File: config.mk
export PLATFORM = sky130hd
export DESIGN_NAME = bcd_display_mux
export DESIGN_NICKNAME = d
export VERILOG_FILES = /design/src/rtl/bcd_display_mux.sv
export SDC_FILE = /design/constraint.sdc
export NUM_CORES = 1
export LEC_CHECK = 0
export CAP_MARGIN = 15
export CORE_AREA = 5 5 108 100
export CTS_CLUSTER_SIZE = 28
export DETAILED_ROUTE_END_ITERATION = 7
export DIE_AREA = 0 0 113 105
export PLACE_DENSITY = 0.54
export SLEW_MARGIN = 20
export SYNTH_ARGS = -nofsm -noshare
export SYNTH_HDL_FRONTEND = slang
export SYNTH_SLANG_ARGS = --single-unit
File: constraint.sdc
create_clock -name clk -period 2.23 [get_ports clk]
set_input_delay 0.223 -clock clk [delete_from_list [all_inputs] [get_ports clk]]
set_output_delay 0.223 -clock clk [all_outputs]
set_load 0.005 [all_outputs]
File: src/rtl/bcd_display_mux.sv
// Latches a 2-digit BCD value and scans it onto a multiplexed 7-segment display, flashing on change.
// Outputs registered one cycle after scan/FSM state; ena=0 freezes all state and blanks the display.
module bcd_display_mux #(
  parameter int SCAN_DIV       = 64,
  parameter int BLINK_TICKS    = 8192,
  parameter int FLASH_CYCLES   = 4,
  parameter int SEG_ACTIVE_LOW = 0
) (
  input  logic       clk,
  input  logic       rst_n,
  input  logic       ena,
  input  logic [7:0] bcd_in,
  input  logic       load,
  output logic [6:0] seg_out,
  output logic [1:0] dig_sel,
  output logic       busy
);

  localparam int SW = $clog2(SCAN_DIV);
  localparam int BW = $clog2(BLINK_TICKS + 1);
  localparam int FW = $clog2(FLASH_CYCLES + 1);
  localparam logic [SW-1:0] SCAN_LAST    = SW'(SCAN_DIV - 1);
  localparam logic [BW-1:0] BLINK_RELOAD = BW'(BLINK_TICKS - 1);
  localparam logic [FW-1:0] FLASH_INIT   = FW'(FLASH_CYCLES);
  localparam logic [6:0]    SEG_OFF      = (SEG_ACTIVE_LOW != 0) ? 7'h7F : 7'h00;

  typedef enum logic [1:0] {IDLE, FLASH_OFF, FLASH_ON} state_t;

  state_t        state;
  logic [7:0]    held;
  logic [SW-1:0] scan_cnt;
  logic          slot;
  logic [BW-1:0] blink_cnt;
  logic [FW-1:0] flash_left;

  logic [3:0] nib;
  logic [6:0] seg_raw;
  logic [6:0] seg_nxt;
  logic [1:0] dig_nxt;

  function automatic logic [6:0] decode(input logic [3:0] d);
    case (d)
      4'd0:    decode = 7'h3F;
      4'd1:    decode = 7'h06;
      4'd2:    decode = 7'h5B;
      4'd3:    decode = 7'h4F;
      4'd4:    decode = 7'h66;
      4'd5:    decode = 7'h6D;
      4'd6:    decode = 7'h7D;
      4'd7:    decode = 7'h07;
      4'd8:    decode = 7'h7F;
      4'd9:    decode = 7'h6F;
      default: decode = 7'h40;
    endcase
  endfunction

  always_comb begin
    nib     = slot ? held[7:4] : held[3:0];
    // A zero tens digit stays dark, but its slot timing is unchanged
    seg_raw = (slot && held[7:4] == 4'd0) ? 7'h00 : decode(nib);
    seg_nxt = (SEG_ACTIVE_LOW != 0) ? ~seg_raw : seg_raw;
    dig_nxt = 2'b00;
    if (scan_cnt != '0 && state != FLASH_OFF)
      dig_nxt = slot ? 2'b10 : 2'b01;
  end

  always_ff @(posedge clk or negedge rst_n) begin
    if (!rst_n) begin
      state      <= IDLE;
      held       <= 8'h01;
      scan_cnt   <= '0;
      slot       <= 1'b0;
      blink_cnt  <= '0;
      flash_left <= '0;
      seg_out    <= SEG_OFF;
      dig_sel    <= 2'b00;
      busy       <= 1'b0;
    end else if (ena) begin
      seg_out <= seg_nxt;
      dig_sel <= dig_nxt;

      if (scan_cnt == SCAN_LAST) begin
        scan_cnt <= '0;
        slot     <= ~slot;
      end else begin
        scan_cnt <= scan_cnt + 1'b1;
      end

      if (load)
        held <= bcd_in;

      // A changed value always restarts the flash at full length
      if (load && bcd_in != held) begin
        state      <= FLASH_OFF;
        blink_cnt  <= BLINK_RELOAD;
        flash_left <= FLASH_INIT;
        busy       <= 1'b1;
      end else begin
        case (state)
          FLASH_OFF: begin
            if (blink_cnt == '0) begin
              state     <= FLASH_ON;
              blink_cnt <= BLINK_RELOAD;
            end else begin
              blink_cnt <= blink_cnt - 1'b1;
            end
          end
          FLASH_ON: begin
            if (blink_cnt == '0) begin
              flash_left <= flash_left - 1'b1;
              blink_cnt  <= BLINK_RELOAD;
              if (flash_left == FW'(1)) begin
                state <= IDLE;
                busy  <= 1'b0;
              end else begin
                state <= FLASH_OFF;
              end
            end else begin
              blink_cnt <= blink_cnt - 1'b1;
            end
          end
          default: begin
            state <= IDLE;
            busy  <= 1'b0;
          end
        endcase
      end
    end else begin
      seg_out <= SEG_OFF;
      dig_sel <= 2'b00;
    end
  end

endmodule
==> results of run 1 <==
cell families after synthesis:
family / after synthesis / share of synthesized area (%)
fa+ha+maj: 13 / 6.77
buf+inv: 20 / 3.44
flops: 44 / 45.9
mux: 18 / 8.13
compound gates: 37 / 10.2
simple gates: 79 / 18.3
xor+xnor: 20 / 7.30
state kept, by name, indices dropped and copies added (netlist names):
| register | flops |
|---|---|
| blink_cnt | 14 |
| busy | 1 |
| dig_sel | 2 |
| flash_left | 3 |
| held | 8 |
| scan_cnt | 6 |
| seg_out | 7 |
| slot | 1 |
| state | 2 |
metal layers:
metal  vias to the layer above  share of wire (%)
li1                        895                  -
met1                       847                 51
met2                        32                 45
met3                         5                2.6
met4                         0                1.3
met5                         -                  0
cells in the mapped netlist, drive strengths merged, types with 2 or more instances:
library cell	number	area (um^2)
a21boi	4	30.0
a21o	2	15.0
a21oi	8	40.0
a31oi	4	25.0
and2	2	13.8
and2b	2	16.3
clkbuf	4	15.0
dfrtp	43	1080
ha	13	163
inv	15	56.3
mux2	12	135
mux2i	6	60.1
nand2	25	98.8
nand3	5	25.0
nand4	9	56.3
nor2	14	55.1
nor3	6	30.0
nor4	3	33.8
o21ai	9	48.8
or4	4	37.5
xnor2	16	140
xor2	4	35.0
final cells by class:
cell class	instances	area share (%)
Tap cell	126	5.30
Clock buffer	5	2.31
Multi-Input combinational cell	167	41.3
Sequential cell	44	37.0
Inverter	15	1.89
Timing Repair Buffer	39	11.5
Clock inverter	3	0.631
how the worst max path moves through the flow:
stage,startpoint,to,slack [ps],depth (start not counted)
detailed placement,blink_cnt[1],busy,100,6
finish,blink_cnt[1],busy,60,6
floorplan,blink_cnt[0],busy,160,6
global placement,blink_cnt[1],busy,140,6
CTS,blink_cnt[1],busy,80,6
global route,blink_cnt[1],busy,-5,6
stage by stage:
step	hold WS, ps	utilization (%)
floorplan	-72.6	-
global placement	182	29.9
detailed placement	188	29.9
CTS	386	30.9
global route	411	31.4
finish	379	31.4
worst reg2reg max path: stages (launching register included):
cell and delay [ps]:
dfrtp_1 400, inv_1 70, ha_2 170, or4b_4 490, or4_4 580, a311oi_2 280, o21ai_1 80
timing repair:
| action | CTS | global route |
|---|---|---|
| setup endpoints to repair | 0 | 4 |
| hold buffers | 1 | 0 |
| gates resized for setup | 0 | 5 |
| hold endpoints to repair | 15 | 0 |
| buffers inserted | 0 | 4 |
power by group:
group	switching [mW]	leakage, nW	internal (mW)	total, mW
logic	0.378	0.672	0.395	0.774
registers	0.146	0.498	0.957	1.10
clock network	0.291	0.0479	0.219	0.510
total	0.815	1.22	1.57	2.39
==> results.ini, run 1 <==
[timing]
max_freq_mhz=461
layout_setup_ws_ps=61.7
setup_viol=0
final.setup_skew_ps=7.70
setup_tns_ps=0
slew_headroom_pct=70.3
worstMarginPinSlew_ps=434
period_minus_slack_ps=2170
slew_viol_final=0
min_period_over_period_pct=97.2
hold_viol=0

[finish]
ff_latch_area_um2=1100
fill_cells=972
stdcell_area_um2=2980
layout.nets=297
final_layout_size_suffix_gt1_share_pct=19.8
multi_input_area_um2=1230
antenna_cells=0
final_cell_mix=43 x dfrtp_1, 23 x nand2_1, 20 x clkdlybuf4s50_1
stdcell_count=399
syn2layout_area_growth_pct=23.9
final_common_cell=dfrtp_1

[routing]
ant_nets=0
drc=0
drt_iter0_markers=62
viasPerCell=4.46
dr.pass1.iters=4
vias=1779
routedWlPerCell_um=12.5
wl_um=4990

[cts]
cts.sinks=44
worst_skew_pair.late_latency_ps=300
cts_made_buffers=5
cts.path.max_buffers=2
cts_max_level=2
cts_tree=built
cts_root_buffer=clkbuf_8
path_clk_slew_ps=90

[pwr]
powerDensity_nw_per_um2=802
worst_ir_drop_vdd_mv=0.314
p_leak_nw=1.22
power_mw=2.39

[worst_setup_path]
r2r_cells=6
arrival_ps=2350
worst-setup-path-type=flop to flop
crit_slowest_cell=or4_4
critPathBufInv=1
worstReg2RegEnd=busy
cp_max_fo=5
rrSetupSlack_ps=60
reg2reg_from=blink_cnt[1]
crit_required_ps=2420
start_kind=flop
end_kind=flop
slowest_delay_ps=580
crit_chain=inv_1 > ha_2 > or4b_4 > or4_4 > a311oi_2 > o21ai_1
crit_family=simple AND/OR/NAND/NOR gates

[logic_synthesis]
ys_ff_latch=44
avgSynthCellArea_um2=10.4
ys_warn_count=0
synth.distinct_cells=52
seq_area_frac_synth_pct=45.9
syn_area_um2=2400
syn-num-nets=256
async_flop_share_pct=100
synth_edf_count=0
synthCells=231
synth_ff_type=dfrtp_1

[die]
fp.dieW_um=113
io_pins=22
start_util_pct=25.3
die_y_um=105
num_rows=34
fp.dieArea_um2=11900
core_um2=9490

[placed_design]
dp_hpwl_um=3750
place_congestion=0.788
portBuffers=21
placed_cell_area_um2=2840
dp_slack_ps=95.5
place_inst=386

[grt]
grt_start_max_net_pins=18
met2_usage_pct=13.5
grt_pass1_vias=1728
overflow=0
grt_busiest_layer=met2
grtUsageMet1_pct=12.1
grt_pass1_wl_um=8560
antenna_found_initial=0
use_met3_pct=2.02
track_usage_pct=8.78

[status]
outcome=finished clean

[flow_run]
drv_cap=0

[worst_hold_path]
hp-class=primary input to asynchronous set/reset pin

(Power assumes the default switching activity.)
==> run 2, diff against run 1 <==
- ABC_CLOCK_PERIOD_IN_PS: default -> 2230
==> results of run 2 <==
Same layout as run 1: the final DEF is identical, and so are final timing and power.
